[src/rtl/serial_cmp2_pkg.sv]
// Shared types and helpers for the serial_cmp2 bit-serial magnitude comparator.
package serial_cmp2_pkg;

   typedef enum logic {S_IDLE, S_RUN} state_t;

   // Pair-counter width: clog2(width/2), never below one bit.
   function automatic int cnt_w(input int width);
      int pairs;
      int w;
      pairs = width / 2;
      w = 0;
      while ((1 << w) < pairs) w = w + 1;
      return (w < 1) ? 1 : w;
   endfunction

endpackage

[src/rtl/serial_cmp2_slice.sv]
// Combinational 2-bit cascade compare slice (module cmp2_slice).
module cmp2_slice (
   input  logic a1,
   input  logic a0,
   input  logic b1,
   input  logic b0,
   input  logic eq,
   input  logic gt,
   output logic eq_o,
   output logic gt_o
);

   logic [1:0] pa;
   logic [1:0] pb;

   assign pa   = {a1, a0};
   assign pb   = {b1, b0};
   assign eq_o = eq & (pa == pb);
   // A decision made on a more significant pair is never overturned.
   assign gt_o = gt | (eq & (pa > pb));

endmodule

[src/rtl/serial_cmp2.sv]
// Bit-serial unsigned magnitude comparator, two bits per clock, MSB pair first.
// Optional build macro: SERIAL_CMP2_EARLY_EXIT_EN (finish as soon as the result is decided).
module serial_cmp2
   import serial_cmp2_pkg::*;
#(
   parameter int WIDTH = 8
) (
   input  logic             clk,
   input  logic             rst,
   input  logic             start,
   input  logic [WIDTH-1:0] a,
   input  logic [WIDTH-1:0] b,
   output logic             busy,
   output logic             done,
   output logic             eq_o,
   output logic             gt_o,
   output logic             lt_o
);

   localparam int CW = cnt_w(WIDTH);
   localparam logic [CW-1:0] CNT_LOAD = CW'(WIDTH / 2 - 1);

   generate
      if ((WIDTH < 2) || ((WIDTH % 2) != 0)) begin : g_bad_width
         $error("serial_cmp2: WIDTH must be even and at least 2");
      end
   endgenerate

   state_t          state;
   state_t          state_nx;
   logic [WIDTH-1:0] a_sh;
   logic [WIDTH-1:0] b_sh;
   logic            eq_r;
   logic            gt_r;
   logic [CW-1:0]   cnt;
   logic            slice_eq;
   logic            slice_gt;
   logic            accept;
   logic            last;

   cmp2_slice u_slice (
      .a1   (a_sh[WIDTH-1]),
      .a0   (a_sh[WIDTH-2]),
      .b1   (b_sh[WIDTH-1]),
      .b0   (b_sh[WIDTH-2]),
      .eq   (eq_r),
      .gt   (gt_r),
      .eq_o (slice_eq),
      .gt_o (slice_gt)
   );

   always_ff @(posedge clk or posedge rst) begin
      if (rst) state <= S_IDLE;
      else     state <= state_nx;
   end

   always_comb begin
      state_nx = state;
      accept   = 1'b0;
      last     = 1'b0;
      case (state)
         S_IDLE: begin
            if (start) begin
               accept   = 1'b1;
               state_nx = S_RUN;
            end
         end
         S_RUN: begin
`ifdef SERIAL_CMP2_EARLY_EXIT_EN
            last = (cnt == '0) | ~slice_eq;
`else
            last = (cnt == '0);
`endif
            if (last) state_nx = S_IDLE;
         end
         default: state_nx = S_IDLE;
      endcase
   end

   always_ff @(posedge clk or posedge rst) begin
      if (rst) begin
         a_sh <= '0;
         b_sh <= '0;
         eq_r <= 1'b1;
         gt_r <= 1'b0;
         cnt  <= '0;
         done <= 1'b0;
         eq_o <= 1'b0;
         gt_o <= 1'b0;
         lt_o <= 1'b0;
      end else begin
         done <= 1'b0;
         if (accept) begin
            a_sh <= a;
            b_sh <= b;
            eq_r <= 1'b1;
            gt_r <= 1'b0;
            cnt  <= CNT_LOAD;
            eq_o <= 1'b0;
            gt_o <= 1'b0;
            lt_o <= 1'b0;
         end else if (state == S_RUN) begin
            eq_r <= slice_eq;
            gt_r <= slice_gt;
            a_sh <= a_sh << 2;
            b_sh <= b_sh << 2;
            cnt  <= cnt - 1'b1;
            // Results are published only on the terminating edge so they stay one-hot.
            if (last) begin
               done <= 1'b1;
               eq_o <= slice_eq;
               gt_o <= slice_gt;
               lt_o <= ~slice_eq & ~slice_gt;
            end
         end
      end
   end

   assign busy = (state == S_RUN);

endmodule

[config.mk]
export PLATFORM = sky130hd
export DESIGN_NAME = serial_cmp2
export DESIGN_NICKNAME = d
export VERILOG_FILES = /design/src/rtl/serial_cmp2_pkg.sv /design/src/rtl/serial_cmp2_slice.sv /design/src/rtl/serial_cmp2.sv
export SDC_FILE = /design/constraint.sdc
export NUM_CORES = 1
export LEC_CHECK = 0
export CORE_MARGIN = 1
export CORE_UTILIZATION = 52
export CTS_BUF_LIST = sky130_fd_sc_hd__clkbuf_4
export CTS_CLUSTER_DIAMETER = 100
export DETAILED_ROUTE_END_ITERATION = 10
export PLACE_DENSITY = 0.8
export SLEW_MARGIN = 30
export SYNTH_ARGS = -nofsm -noshare
export SYNTH_HDL_FRONTEND = slang
export SYNTH_SLANG_ARGS = --single-unit
[constraint.sdc]
create_clock -name clk -period 1.5 [get_ports clk]
set_input_delay 0.3 -clock clk [delete_from_list [all_inputs] [get_ports clk]]
set_output_delay 0.3 -clock clk [all_outputs]
set_load 0.05 [all_outputs]
==> impl_metrics.tcl <==
set metrics [dict create \
    status "complete, no violations" \
    cts_tree "done" \
    cts_buffer_depth 2 \
    syn_avg_cell_area_sq_um 11.09 \
    syn_nets 130 \
    cp.arrival_ps 1570 \
    synth.top_cell.area_share_pct 50.16 \
    clock_sinks 25 \
    leakage_nw 0.7269 \
    cap_violations 0 \
    yosys_warnings 0 \
    grt_overflow 0 \
    fillers 162 \
    first_pass_iters 4 \
    insertion_delay_ps 310 \
    dieHeight_microns 49.99 \
    tightestPinTransition_ps 311.3 \
    grt_pass1_wl_microns 3622 \
    final_common_cell "dfrtp_1" \
    fin_total_pwr_w 0.002707 \
    crit_fanout 3 \
    die_width_microns 49.99 \
    routed_wl_microns 1976 \
    grt_pass1_vias 842 \
    die-area_sq_mm 0.002499 \
    worstSetupPathType "flip-flop to flip-flop" \
    post_cts_buffers 0 \
    antenna_found_initial 0 \
    synth_seq_cells 25 \
    finalHoldViolations 0 \
    ant_nets 0 \
    cts_buffers 3 \
    clk_pin_slew_ps 120 \
    syn_area_sq_mm 0.001197 \
    io_pins 24 \
    layout.nets 157 \
    fin_area_sq_mm 0.001529 \
    multi_input_area_sq_um 476.7 \
    vdd_drop_max_v 0.001159 \
    timing.rr.start "b_sh[7]" \
    dpl_cell_area_sq_mm 0.001499 \
    ctsHoldBuffers 0 \
    drive_gt1_share_pct 20.15 \
    final_max_slew_viol_count 0 \
    reg2reg_to "lt_o" \
    synth_top_area_cell "dfrtp_1" \
    vias 857 \
    wire_per_inst_microns 12.20 \
    startpoint_type "flip-flop" \
    final_util_pct 69.79 \
    design.core.area_sq_mm 0.002191 \
    rows 17 \
    insertedDiodeCount 0 \
    cts-htree-levels 1 \
    port-buffer-count 23 \
    synthDistinctLibCells 20 \
    first_iter_violations 13 \
    synthCells 108 \
    grtUsageTotal_pct 19.11 \
    endpoint_kind "flip-flop" \
    cts.root.buffer_cell "clkbuf_4" \
    rr_worst_depth 5 \
    initial_core_util_pct 54.65 \
    finalCriticalPeriod_ps 1314 \
    powerDensity_mw_per_mm2 1770 \
    drc 0 \
    viasPerCell 5.290 \
    cts_resized 0 \
    finalSetupViolCount 0 \
    layout_common_cells "dfrtp_1 (24), clkdlybuf4s50_1 (18), mux2i_1 (16)" \
    slew_headroom_pct 79.25 \
    fin_skew_ps 4.444 \
    required_ps 1760 \
    final_cell_count_no_fill 162 \
    finalCritPeriodShare_pct 87.60 \
    hp-class "input port to async pin" \
    ys_seq_area_share_pct 52.35 \
    place_congestion 0.6855 \
    fin_setup_tns_ps 0 \
    grt_start_max_net_pins 26 \
    rsz0062_at_grt "no" \
    fmax_mhz 761.1 \
    ff_latch_area_sq_um 626.9 \
    area_growth_pct 27.69 \
    dp.cells 158 \
    ys_top_cells_by_area "dfrtp_1 (50%), mux2i_1 (13%), o21ai_2 (5.9%)" \
    dpl.hpwl_microns 1476 \
    reg2reg_slack_ps 190 \
]
-- metal layers --
metal	routed length, microns	up-vias	global-route usage (%)
li1	-	425	-
met1	843	408	23.94
met2	1045	22	33.56
met3	79	2	4.630
met4	8	0	2.857
met5	0	-	0
-- synthesized netlist by cell type --
cell	instances
a21oi_1	6
a22oi_1	1
a32o_1	1
buf_4	1
buf_6	5
dfrtp_1	24
dfstp_2	1
ha_1	3
inv_1	7
inv_2	1
mux2i_1	16
nand2_1	14
nand3_1	1
nor2_1	8
nor2b_2	2
nor3_1	2
o211ai_2	1
o21ai_1	5
o21ai_2	8
o2bb2ai_1	1
-- layout make-up --
class                      instances  area share [%]
clock buffer                       4           1.964
sequential                        25           41.00
tap                               28           2.291
timing repair buffer              28           21.60
multi-input combinational         69           31.18
inverter                           8           1.964
-- report_power, final --
group          leakage, nW  total, W  switching (W)  internal [W]
registers            0.323   0.00112       0.000186      0.000936
clock network       0.0184  0.000304       0.000182      0.000122
logic                0.386   0.00128       0.000689      0.000592
total                0.727   0.00271        0.00106       0.00165
-- worst max-delay path by stage --
stage                 start      end  slack, ps  cells after the start
finish              b_sh[7]     lt_o        190                      5
global route        b_sh[7]     lt_o        120                      5
CTS                 b_sh[7]     lt_o        180                      5
detailed placement    start  b_sh[4]         40                      4
global placement      start  a_sh[7]         50                      4
floorplan              busy     lt_o        250                      3
-- stage by stage --
stage	hold WS [ps]	worst slack, ps
after floorplan	326.6	247.2
after global placement	459.1	54.77
after detailed placement	459.4	35.04
after CTS	310.1	183.3
after global routing	381.5	116.1
final	311.9	186.0
-- flip-flops by register name, summed over array words and instances (netlist names) --
register	count
cnt	2
busy	1
gt_o	1
eq_o	1
done	1
a_sh	8
gt_r	1
b_sh	8
lt_o	1
eq_r	1
-- cells by family (layout without fill, tap and decap cells) --
| logic type | count (synthesis) | count (layout) | synth area share [%] |
|---|---|---|---|
| buffers and inverters | 14 | 40 | 7.837 |
| adders and majority gates | 3 | 3 | 3.135 |
| muxes | 16 | 16 | 13.37 |
| DFF | 25 | 25 | 52.35 |
| AOI/OAI and AO/OA | 23 | 23 | 13.69 |
| and+or+nand+nor | 27 | 27 | 9.613 |
-- critical path, stage by stage, from the launching register on --
cell	delay, ps
dfrtp_1	380
inv_1	50
ha_1	310
nor2b_2	170
o211ai_2	180
a32o_1	180
(Power assumes the default switching activity.)
